`config.mk`:
```
export PLATFORM = sky130hd
export DESIGN_NAME = ps2_frame_rx
export DESIGN_NICKNAME = d
export VERILOG_FILES = /design/src/rtl/ps2_rx_pkg.sv /design/src/rtl/ps2_rx_fifo.sv /design/src/rtl/ps2_frame_rx.sv
export SDC_FILE = /design/constraint.sdc
export NUM_CORES = 1
export LEC_CHECK = 0
export BUFFER_PORTS_ARGS = -buffer_cell sky130_fd_sc_hd__buf_2
export CAP_MARGIN = 40
export CORE_MARGIN = 5
export CORE_UTILIZATION = 35
export DETAILED_ROUTE_END_ITERATION = 16
export GPL_TIMING_DRIVEN = 0
export PLACE_DENSITY = 0.52
export SLEW_MARGIN = 20
export SYNTH_ARGS = -nofsm -noshare
export SYNTH_HDL_FRONTEND = slang
export SYNTH_SLANG_ARGS = --single-unit
```
`constraint.sdc`:
```
create_clock -name Clk -period 2.7 [get_ports Clk]
set_clock_uncertainty 0.2 [all_clocks]
set_input_delay 0.405 -clock Clk [delete_from_list [all_inputs] [get_ports Clk]]
set_output_delay 0.405 -clock Clk [all_outputs]
set_load 0.02 [all_outputs]
```
`src/rtl/ps2_rx_pkg.sv`:
```
// Shared types and constants for the PS/2 frame receiver.
package ps2_rx_pkg;

  // Deframing FSM states
  typedef enum logic [1:0] {
    StIdle,
    StData,
    StParity,
    StStop
  } rx_state_e;

  // Parity selection values for PARITY_MODE
  localparam int unsigned PAR_NONE = 0;
  localparam int unsigned PAR_ODD  = 1;
  localparam int unsigned PAR_EVEN = 2;

  // FIFO entry is {err, data}
  function automatic int unsigned entry_w(input int unsigned data_w);
    return data_w + 1;
  endfunction

endpackage

```
`src/rtl/ps2_rx_fifo.sv`:
```
// Small first-word-fall-through FIFO with overflow-attempt reporting.
// The head output holds the last popped entry while the queue is empty.
module ps2_rx_fifo #(
  parameter int unsigned Width = 9,
  parameter int unsigned Depth = 4
) (
  input  logic             clk,
  input  logic             rst,
  input  logic             push,
  input  logic             pop,
  input  logic [Width-1:0] wdata,
  output logic [Width-1:0] rdata,
  output logic             full,
  output logic             empty,
  output logic             ovf
);

  localparam int unsigned AddrW = $clog2(Depth);

  logic [AddrW:0]   wr_ptr_q;
  logic [AddrW:0]   rd_ptr_q;
  logic [Width-1:0] mem_q [Depth];
  logic [Width-1:0] last_q;
  logic             do_push;
  logic             do_pop;

  // Status flags and the qualified push/pop strobes
  always_comb begin
    empty   = (wr_ptr_q == rd_ptr_q);
    full    = ({~wr_ptr_q[AddrW], wr_ptr_q[AddrW-1:0]} == rd_ptr_q);
    do_pop  = pop & ~empty;
    // A pop in the same cycle frees the slot the push needs
    do_push = push & (~full | do_pop);
    ovf     = push & ~do_push;
    rdata   = empty ? last_q : mem_q[rd_ptr_q[AddrW-1:0]];
  end

  // Storage, pointers and held head value
  always_ff @(posedge clk or posedge rst) begin
    if (rst) begin
      wr_ptr_q <= '0;
      rd_ptr_q <= '0;
      last_q   <= '0;
      for (int i = 0; i < int'(Depth); i++) begin
        mem_q[i] <= '0;
      end
    end else begin
      if (do_push) begin
        mem_q[wr_ptr_q[AddrW-1:0]] <= wdata;
        wr_ptr_q <= wr_ptr_q + (AddrW + 1)'(1);
      end
      if (do_pop) begin
        last_q   <= mem_q[rd_ptr_q[AddrW-1:0]];
        rd_ptr_q <= rd_ptr_q + (AddrW + 1)'(1);
      end
    end
  end

endmodule

```
`src/rtl/ps2_frame_rx.sv`:
```
// PS/2 device-to-host frame receiver: line synchroniser, falling-edge detect,
// deframing FSM with optional parity and inter-bit timeout, and an output FIFO.
module ps2_frame_rx
  import ps2_rx_pkg::*;
#(
  parameter int unsigned DATA_W      = 8,
  parameter int unsigned PARITY_MODE = 1,
  parameter int unsigned TIMEOUT_CYC = 50000,
  parameter int unsigned FIFO_DEPTH  = 4
) (
  input  logic              Clk,
  input  logic              Reset,
  input  logic              KbClk,
  input  logic              KbData,
  input  logic              Pop,
  input  logic              ClrOvf,
  output logic [DATA_W-1:0] ScanCode,
  output logic              FrameErr,
  output logic              Valid,
  output logic              Overflow,
  output logic              Timeout,
  output logic              Busy
);

  localparam int unsigned EntryW = entry_w(DATA_W);
  localparam int unsigned CntW   = $clog2(DATA_W + 1);
  localparam int unsigned TmoW   = (TIMEOUT_CYC > 1) ? $clog2(TIMEOUT_CYC) : 1;
  localparam logic [CntW-1:0] LastBit = CntW'(DATA_W - 1);
  localparam logic [TmoW-1:0] TmoLast = TmoW'(TIMEOUT_CYC - 1);

  logic              clk_meta_q, clk_sync_q, clk_hist_q;
  logic              data_meta_q, data_sync_q;
  logic              fall;

  rx_state_e         state_q, state_d;
  logic [CntW-1:0]   bit_cnt_q, bit_cnt_d;
  logic [DATA_W-1:0] shift_q, shift_d;
  logic              par_q, par_d;
  logic [TmoW-1:0]   tmo_q;
  logic              tmo_hit;
  logic              push;
  logic              parity_bad;
  logic [EntryW-1:0] entry;
  logic [EntryW-1:0] head;
  logic              fifo_full;
  logic              fifo_empty;
  logic              ovf_attempt;
  logic              ovf_q;

  // Two-stage synchronisers plus clock-line history; idle line level is high
  always_ff @(posedge Clk or posedge Reset) begin
    if (Reset) begin
      clk_meta_q  <= 1'b1;
      clk_sync_q  <= 1'b1;
      clk_hist_q  <= 1'b1;
      data_meta_q <= 1'b1;
      data_sync_q <= 1'b1;
    end else begin
      clk_meta_q  <= KbClk;
      clk_sync_q  <= clk_meta_q;
      clk_hist_q  <= clk_sync_q;
      data_meta_q <= KbData;
      data_sync_q <= data_meta_q;
    end
  end

  assign fall = clk_hist_q & ~clk_sync_q;

  // FSM and datapath registers
  always_ff @(posedge Clk or posedge Reset) begin
    if (Reset) begin
      state_q   <= StIdle;
      bit_cnt_q <= '0;
      shift_q   <= '0;
      par_q     <= 1'b0;
    end else begin
      state_q   <= state_d;
      bit_cnt_q <= bit_cnt_d;
      shift_q   <= shift_d;
      par_q     <= par_d;
    end
  end

  // Next-state logic; a clock fall beats a timeout in the same cycle
  always_comb begin
    state_d   = state_q;
    bit_cnt_d = bit_cnt_q;
    shift_d   = shift_q;
    par_d     = par_q;
    push      = 1'b0;
    tmo_hit   = 1'b0;
    unique case (state_q)
      StIdle: begin
        // A fall with data high is a glitch or misaligned start
        if (fall && !data_sync_q) begin
          state_d   = StData;
          bit_cnt_d = '0;
        end
      end
      StData: begin
        if (fall) begin
          shift_d   = {data_sync_q, shift_q[DATA_W-1:1]};
          bit_cnt_d = bit_cnt_q + CntW'(1);
          if (bit_cnt_q == LastBit) begin
            state_d = (PARITY_MODE == PAR_NONE) ? StStop : StParity;
          end
        end
      end
      StParity: begin
        if (fall) begin
          par_d   = data_sync_q;
          state_d = StStop;
        end
      end
      StStop: begin
        if (fall) begin
          push    = 1'b1;
          state_d = StIdle;
        end
      end
      default: state_d = StIdle;
    endcase
    if ((state_q != StIdle) && !fall && (tmo_q == TmoLast)) begin
      state_d = StIdle;
      tmo_hit = 1'b1;
    end
  end

  // Inter-bit timeout counter, restarted by every fall and held clear in idle
  always_ff @(posedge Clk or posedge Reset) begin
    if (Reset) begin
      tmo_q <= '0;
    end else if (fall || (state_q == StIdle)) begin
      tmo_q <= '0;
    end else begin
      tmo_q <= tmo_q + TmoW'(1);
    end
  end

  // Frame error: stop bit is the live sample at the stop-bit fall
  always_comb begin
    if (PARITY_MODE == PAR_ODD) begin
      parity_bad = ~^{shift_q, par_q};
    end else if (PARITY_MODE == PAR_EVEN) begin
      parity_bad = ^{shift_q, par_q};
    end else begin
      parity_bad = 1'b0;
    end
    entry = {(~data_sync_q | parity_bad), shift_q};
  end

  ps2_rx_fifo #(
    .Width(EntryW),
    .Depth(FIFO_DEPTH)
  ) u_fifo (
    .clk  (Clk),
    .rst  (Reset),
    .push (push),
    .pop  (Pop),
    .wdata(entry),
    .rdata(head),
    .full (fifo_full),
    .empty(fifo_empty),
    .ovf  (ovf_attempt)
  );

  // Sticky overflow; a new drop takes priority over a clear
  always_ff @(posedge Clk or posedge Reset) begin
    if (Reset) begin
      ovf_q <= 1'b0;
    end else if (ovf_attempt && fifo_full) begin
      ovf_q <= 1'b1;
    end else if (ClrOvf) begin
      ovf_q <= 1'b0;
    end
  end

  // Output mapping
  always_comb begin
    ScanCode = head[DATA_W-1:0];
    FrameErr = head[DATA_W];
    Valid    = ~fifo_empty;
    Overflow = ovf_q;
    Timeout  = tmo_hit;
    Busy     = (state_q != StIdle);
  end

endmodule
```
; Word-level counts from Yosys, hierarchy flattened
; Index checks and enable logic that the tools add are counted.
; Widths: inputs -> output; s select.
[totals]
elab_cells = 93
inputBits = 6
out_inout_bits = 13
ff_bits = 88
[op_classes]
order_cmp = 3
n_mux = 23
eq_ne = 14
bitwise_logic = 14
reduce_logical = 17
addsub = 4
[ops]
columns = operator, n
row1 = $bwmux 36, 1
row2 = $mux 9, 4
row3 = $bmux 9 s2, 1
row4 = $demux 9 s2, 1
row5 = $add 16x1->16 const B, 1
row6 = $eq 16x16->1 const B, 1
row7 = $mux 16, 1
row8 = $ne 3x3->1 const B, 5
row9 = $mux 2, 6
row10 = $reduce_xnor 9->1, 1
row11 = $mux 4, 2
row12 = $pmux 2 s4, 1
row13 = $pmux 4 s2, 1
row14 = $add 3x1->3 const B, 2
row15 = $eq 3x3->1, 2
row16 = $ge 3x3->1 const B, 2
row17 = $not 1->1, 6
row18 = $not 2->3, 2
row19 = $reduce_bool 2->1, 3
row20 = $logic_and 1x1->1, 5
row21 = $mux 1, 5
row22 = $reduce_and 5->1, 1
row23 = $add 4x1->4 const B, 1
row24 = $and 1x1->1, 4
row25 = 11 further kinds, 16

; Depth between registers and ports, before layout
; Gate-level depths: netlist of the first run.
[logic_depth]
depth_word = 9
ltp_mapped = 7
mapped_depth_nobuf = 7

; By module
; From an unflattened synthesis of the first run, not the netlist that was laid out.
[unflattened]
hier_cells = 321
hier_area_um2 = 4325.4
[modules_own_cells]
columns = mod, area_per_inst_um2, cells_each, instances, seq_area_each_um2
row1 = ps2_rx_fifo, 2486.1, 152, 1, 1276.2
row2 = ps2_frame_rx, 1839.3, 169, 1, 932.1

; Worst setup path after synthesis of the first run
; OpenSTA, ideal clock, no wires.
[synth_timing]
path_type = register to output
startpoint = register u_fifo.rd_ptr_q[0]
endpoint = output port FrameErr
t_required_ps = 2095
path_buffers = 1
stages_incl_launch_ff = 4
setup_slack_ps = 585
arrival_time_ps = 1510
cell_sequence = dfrtp_1 buf_2 mux4_2 mux2_2
[synth_between]
elab_chain_len = 5
elab_cells_between_ends = 6
classes_between = 1 x eq/ne / 4 x mux / 1 x bitwise
[synth_lines]
columns = element, line
row1 = start: declaration, ps2_rx_fifo.sv:21  ; logic [AddrW:0] rd_ptr_q;
row2 = start signal: assignment, ps2_rx_fifo.sv:54  ; rd_ptr_q <= rd_ptr_q + (AddrW + 1)'(1);
row3 = $not 2->3 (not written as such), ps2_rx_fifo.sv:35  ; rdata = empty ? last_q : mem_q[rd_ptr_q[AddrW-1:0]];
row4 = $bmux 9 s2, ps2_rx_fifo.sv:35
row5 = $mux 9 (not written as such) (2 in a row), ps2_rx_fifo.sv:35
row6 = $mux 9 (*), ps2_rx_fifo.sv:35
row7 = end: declaration, ps2_frame_rx.sv:18  ; output logic FrameErr,
; Mark *: on every way between the ends. The rest lies on a longest branch, timed or not. The select of a mux whose other input is x is not followed.

; Final worst setup path of the first run
[layout_timing]
startpoint = register tmo_q[4]
endpoint = output port Timeout
[layout_between]
elab_chain_len = 3
[layout_lines]
columns = element, line
row1 = start: declaration, ps2_frame_rx.sv:39  ; logic [TmoW-1:0] tmo_q;
row2 = start signal: assignment, ps2_frame_rx.sv:136  ; tmo_q <= tmo_q + TmoW'(1);
row3 = $eq 16x16->1, ps2_frame_rx.sv:123  ; if ((state_q != StIdle) && !fall && (tmo_q == TmoLast)) begin
row4 = $logic_and 1x1->1, ps2_frame_rx.sv:123
row5 = $mux 1, ps2_frame_rx.sv:123
row6 = end: declaration, ps2_frame_rx.sv:21  ; output logic Timeout,
; No other way between the ends.

==> results of run 1 <==
==> metrics by stage <==
| stage | worst slack (ps) | util [%] | power (mW) |
|---|---|---|---|
| floorplan | 584.8 | - | 3.014 |
| global placement | 296.2 | 38.09 | 3.357 |
| detailed placement | 283.6 | 38.61 | 3.396 |
| CTS | 6.323 | 41.96 | 4.821 |
| global route | 11.77 | 42.22 | 5.071 |
| finish | 122.1 | 42.22 | 4.759 |
==> routing by layer <==
layer | track usage, % | wire length (µm) | vias to the layer above
met5 | 0 | 0 | -
met4 | 5.161 | 149 | 0
met3 | 2.739 | 187 | 10
met2 | 17.26 | 3399 | 31
met1 | 16.49 | 3787 | 1230
li1 | - | - | 1167
==> path summary, 6_finish.rpt <==
path,startpoint,end,slack [ps]
setup / recovery,tmo_q[4],Timeout,120
hold / removal,ClrOvf,Overflow,50
setup reg to reg,clk_hist_q,u_fifo.mem_q[4],480
hold reg to reg,clk_meta_q,clk_sync_q,160
max in group asynchronous,Reset,data_sync_q,1220
min in group asynchronous,Reset,u_fifo.wr_ptr_q[2],370
==> final cells by class <==
cell class / instances / area [µm²] / share of cell area (%)
plain buffers: 5 / 32.53 / 0.6748
repair buffers: 25 / 187.7 / 3.893
flip-flops and latches: 88 / 2208 / 45.81
well taps: 143 / 178.9 / 3.711
multi-input cells: 202 / 1838 / 38.13
clock buffers: 14 / 274.0 / 5.684
clock inverters: 2 / 60.06 / 1.246
inverters: 10 / 41.29 / 0.8565
==> cell families (layout without fill, tap and decap cells) <==
group / count (synthesis) / count (layout)
muxes: 74 / 74
buffers and inverters: 15 / 56
DFF: 88 / 88
xor gates and xnor gates: 24 / 24
AOI/OAI and AO/OA: 24 / 24
and+or+nand+nor: 68 / 68
adders and majority gates: 12 / 12
==> flip-flops by register name, indices dropped and copies added, names as in the netlist, 2 cells and up <==
signal,count
state_q,2
u_fifo.mem_q,36
bit_cnt_q,4
u_fifo.wr_ptr_q,3
u_fifo.rd_ptr_q,3
shift_q,8
tmo_q,16
u_fifo.last_q,9
==> cell usage after synthesis (2+ instances only) <==
cell / count
dfrtp_1: 83
mux2_2: 64
xnor2_1: 18
nor2_1: 17
nand2_1: 16
ha_1: 12
o21ai_0: 12
inv_1: 10
mux4_2: 9
nand3_1: 7
nand4_1: 7
a21oi_1: 5
dfstp_2: 5
xor2_1: 5
nand2_2: 4
or3_1: 4
and3_1: 3
buf_2: 3
a22o_1: 2
and4_1: 2
clkbuf_1: 2
nor3_1: 2
==> power by group <==
group | internal, mW | switching [mW]
clock network | 0.887 | 0.482
logic | 0.772 | 0.766
registers | 1.60 | 0.249
total | 3.26 | 1.50
==> cell usage in the layout, fill, tap and decap left out, drive strengths merged <==
master / instances
and4: 2
nor3: 2
xor2: 5
mux4: 9
a21oi: 5
a32o: 1
or3: 4
inv: 9
a31oi: 1
o21ai: 12
o22ai: 1
nand4b: 1
mux2: 64
and2b: 1
nand4: 7
o21a: 1
xnor2: 18
nand2b: 1
nor2: 17
nor4: 1
dfstp: 5
clkbuf: 17
xnor3: 1
nand2: 20
o2111ai: 1
buf: 24
bufinv: 2
ha: 12
or4b: 1
mux2i: 1
dlygate4sd3: 3
and2: 1
nand3: 7
clkinvlp: 1
dfrtp: 83
a22o: 2
and3: 3
==> timing repair <==
item	CTS	global route
hold endpoints to repair	10	0
hold buffers	3	0
resized for setup	4	4
buffers inserted	0	1
pin swaps	0	1
setup endpoints to repair	10	10
==> impl_metrics.tcl, run 1 <==
set metrics [dict create \
    status "finished, final reports clean" \
    antenna_cells 0 \
    ys_seq_area_share_pct 54.17 \
    synth-async-reset-ratio_pct 100.0 \
    start_util_pct 35.70 \
    cts.path.max_buffers 2 \
    crit_chain "or4b_1 -> nor4_4 -> nand4_1 -> inv_1 -> buf_2" \
    wl_per_cell_um 15.38 \
    die_w_um 117.9 \
    crit_cells 5 \
    synth_top_family_by_area "multiplexers" \
    synthCells 305 \
    required_ps 2100 \
    drt_iter0_drc 75 \
    ys_warn_count 0 \
    crit_family "simple AND/OR/NAND/NOR gates" \
    ios 19 \
    yosysTopAreaCellShare_pct 50.95 \
    r2r_cells 5 \
    fmax_ghz 0.3879 \
    numPortBuffers 18 \
    final_area_um2 4821 \
    synth_area_leaders "dfrtp_1 51%, mux2_2 18%, mux4_2 5.0%, xnor2_1 3.9%, ha_1 3.7%" \
    synth_flop_cell "dfrtp_1" \
    ys_types 35 \
    cts.sinks 88 \
    synthAdderAreaFrac_pct 3.683 \
    start_kind "flop" \
    grt_pass1_vias 2495 \
    worst-path-buf-inv 2 \
    place_area_um2 4409 \
    cts-root-buf "clkbuf_16" \
    vias 2438 \
    worstMarginPinSlew_ps 493.5 \
    cp_slowest_stage_delay_ps 580 \
    synth-edff-count 0 \
    placedCellCount 469 \
    p_per_area_nw_per_um2 987.1 \
    ant_nets 0 \
    vdd_drop_max_mv 0.5230 \
    relSlewSlack_pct 66.76 \
    synth.mux.area_fraction_pct 22.90 \
    overflow 0 \
    fillers 1063 \
    leakage_nw 2.251 \
    wl_mm 7.523 \
    period_share_pct 95.48 \
    synthSimpleGateAreaFrac_pct 8.441 \
    nets 359 \
    path_clk_slew_ps 60 \
    crit_type "reg -> out" \
    hold_violations 0 \
    fin_cells 489 \
    synth_area_per_cell_um2 13.37 \
    endpoint_kind "output pin" \
    place.gp.congestion 0.7372 \
    cp_max_fo 4 \
    yosysTopAreaCell "dfrtp_1" \
    synth_fp_nets 323 \
    finalCriticalPeriod_ps 2578 \
    setup_viol 0 \
    synth_compound_area_share_pct 3.837 \
    std_cell_rows 39 \
    ys_ff_latch 88 \
    area_growth_pct 18.26 \
    worst_ep_arrival_time_ps 1970 \
    synth_xor_area_share_pct 5.494 \
    die-area_um2 13910 \
    crit_path_top_delay_cell "or4b_1" \
    core_um2 11420 \
    clk_latency_ps 330 \
    die_h_um 117.9 \
    place_hpwl_mm 5.035 \
    grt_util_all_layers_pct 11.74 \
    cts_inserted_buffers 9 \
    whs_ps 52.67 \
    drc_errors 0 \
    grt_pass1_wl_mm 13.01 \
    rsz0062_at_grt "no" \
    dr.pass1.iters 4 \
    fin_setup_tns_ps 0 \
    cts_tree "yes" \
    hp-class "in -> reg" \
    syn_area_um2 4076 \
    cap_violations 0 \
    min_delay_path_depth 2 \
    h-tree-depth 3 \
    grt_max_degree 31 \
    slew_viol_final 0 \
    vias_per_cell 4.986 \
    drive_gt1_share_pct 36.71 \
    antenna_found_initial 0 \
]
Power figures use the tool's default switching activity.
==> run 2: changes to the inputs <==
--- a/config.mk
+++ b/config.mk
@@ -7,11 +7,10 @@
 export LEC_CHECK = 0
 export BUFFER_PORTS_ARGS = -buffer_cell sky130_fd_sc_hd__buf_2
 export CAP_MARGIN = 40
-export CORE_MARGIN = 5
+export CORE_MARGIN = 4
 export CORE_UTILIZATION = 35
 export DETAILED_ROUTE_END_ITERATION = 16
 export GPL_TIMING_DRIVEN = 0
-export PLACE_DENSITY = 0.52
 export SLEW_MARGIN = 20
 export SYNTH_ARGS = -nofsm -noshare
 export SYNTH_HDL_FRONTEND = slang
==> run 2 against run 1 <==
Hold slack worse by 6.3 ps. Largest power group unchanged. Largest cell class unchanged. Die area is 3.4% lower. Critical path depth shrank 1. Cell count is 0.61% lower. Via count shrank 0.49%. Worst setup slack worse by 13 ps. Fmax shrank 0.51%. Total power down 3.7%. Register-to-register slack improved by 20 ps. Sequential share of layout area rose by 0.75 points.
==> impl_metrics.tcl, run 2 (synthesis gave the netlist of run 1 again) <==
set metrics [dict create \
    numPortBuffers 18 \
    required_ps 2100 \
    vias_per_cell 4.992 \
    wl_mm 7.314 \
    cts-root-buf "clkbuf_16" \
    fin_setup_tns_ps 0 \
    core_um2 11420 \
    cts.path.max_buffers 2 \
    vdd_drop_max_mv 0.4982 \
    cp_slowest_stage_delay_ps 560 \
    start_kind "flop" \
    fin_cells 486 \
    h-tree-depth 3 \
    p_per_area_nw_per_um2 965.8 \
    final_common_cell "dfrtp_1" \
    std_cell_rows 39 \
    antenna_cells 0 \
    placedCellCount 468 \
    slew_viol_final 0 \
    hold_violations 0 \
    wl_per_cell_um 15.05 \
    ant_nets 0 \
    relSlewSlack_pct 63.32 \
    worst_ep_arrival_time_ps 1990 \
    reg.largest.list "u_fifo.mem_q: 36 flops, tmo_q: 16 flops, u_fifo.last_q: 9 flops" \
    leakage_nw 2.212 \
    die_h_um 115.9 \
    crit_type "reg -> out" \
    area_growth_pct 16.36 \
    period_share_pct 95.96 \
    largest_reg_flops 36 \
    finalCriticalPeriod_ps 2591 \
    cts.sinks 88 \
    die_w_um 115.9 \
    antenna_found_initial 0 \
    die-area_um2 13440 \
    overflow 0 \
    cap_violations 0 \
    worstMarginPinSlew_ps 549.0 \
    whs_ps 46.38 \
    place_area_um2 4389 \
    place.gp.congestion 0.7493 \
    start_util_pct 35.70 \
    drive_gt1_share_pct 36.44 \
    dr.pass1.iters 6 \
    drc_errors 0 \
    path_clk_slew_ps 60 \
    fmax_ghz 0.3859 \
    crit_path_top_delay_cell "mux4_2" \
    cp_max_fo 10 \
    grt_max_degree 36 \
    setup_viol 0 \
    drt_iter0_drc 125 \
    clk_latency_ps 330 \
    worst-path-buf-inv 2 \
    ios 19 \
    hp-class "in -> reg" \
    grt_pass1_vias 2513 \
    cts_inserted_buffers 9 \
    nets 358 \
    grt_pass1_wl_mm 12.40 \
    place_hpwl_mm 4.873 \
    status "finished, final reports clean" \
    final_cell_mix "83 x dfrtp_1, 64 x mux2_2, 19 x buf_2" \
    crit_chain "buf_6 -> mux4_2 -> mux2_2 -> buf_2" \
    final_area_um2 4743 \
    rsz0062_at_grt "no" \
    crit_family "multiplexers" \
    vias 2426 \
    regMostFlops "u_fifo.mem_q" \
    grt_util_all_layers_pct 12.01 \
    cts_tree "yes" \
    endpoint_kind "output pin" \
]
## run 2: changes by cell type in the layout (fill, tap and decap cells not counted)
cell / delta
clkinvlp_4: +1
clkbuf_8: -3
clkinv_2: +2
bufinv_16: -1
clkbuf_1: -1
buf_12: -1
## run 2: layer usage
layer	up-vias	global-route usage [%]	wire (µm)
met2	32	18.76	3451
met4	0	5.568	137
met3	10	2.454	234
li1	1166	-	-
met5	-	0	0
met1	1218	16.12	3491
## run 2: final timing paths
kind	startpoint	end	slack, ps	cells after the start
setup / recovery	u_fifo.rd_ptr_q[0]	ScanCode[7]	110	4
hold / removal	ClrOvf	Overflow	50	2
setup reg to reg	clk_hist_q	u_fifo.mem_q[4]	500	5
hold reg to reg	clk_meta_q	clk_sync_q	160	0
max in group asynchronous	Reset	data_sync_q	990	5
min in group asynchronous	Reset	tmo_q[1]	470	3
## run 2: area by class of cell
type | count | area [µm²]
plain buffers | 5 | 32.53
clock buffers | 10 | 229.0
clock inverters | 4 | 47.55
fillers | 1094 | 6675
inverters | 10 | 41.29
multi-input cells | 202 | 1838
flip-flops and latches | 88 | 2208
well taps | 143 | 178.9
repair buffers | 24 | 167.7
## run 2: power breakdown
group / switching (mW) / leakage, nW / total [mW] / internal [mW]
clock: 0.479 / 0.134 / 1.18 / 0.703
combinational: 0.771 / 0.903 / 1.54 / 0.770
sequential: 0.255 / 1.18 / 1.86 / 1.60
total: 1.51 / 2.21 / 4.58 / 3.07
## run 2: stage by stage
step | setup slack (ps) | util [%] | power [mW]
final | 109.0 | 41.54 | 4.581
after global routing | 5.679 | 41.54 | 4.906
after CTS | 28.98 | 41.34 | 4.638
after detailed placement | 293.8 | 38.44 | 3.392
after global placement | 314.0 | 38.09 | 3.330
after floorplan | 584.8 | - | 3.014
## run 2: timing repair
action                     CTS  global route
resized for setup            5             3
buffers inserted             0             1
setup endpoints to repair   10             9
pin swaps                    0             1
hold endpoints to repair    22             0
hold buffers                 3             0
## run 2: worst register-to-register path, cell delays in order (launching register included)
cell	delay (ps)
dfstp_2	520
and2b_1	230
nand2_1	160
a31oi_4	320
nand2_2	300
mux2_2	360
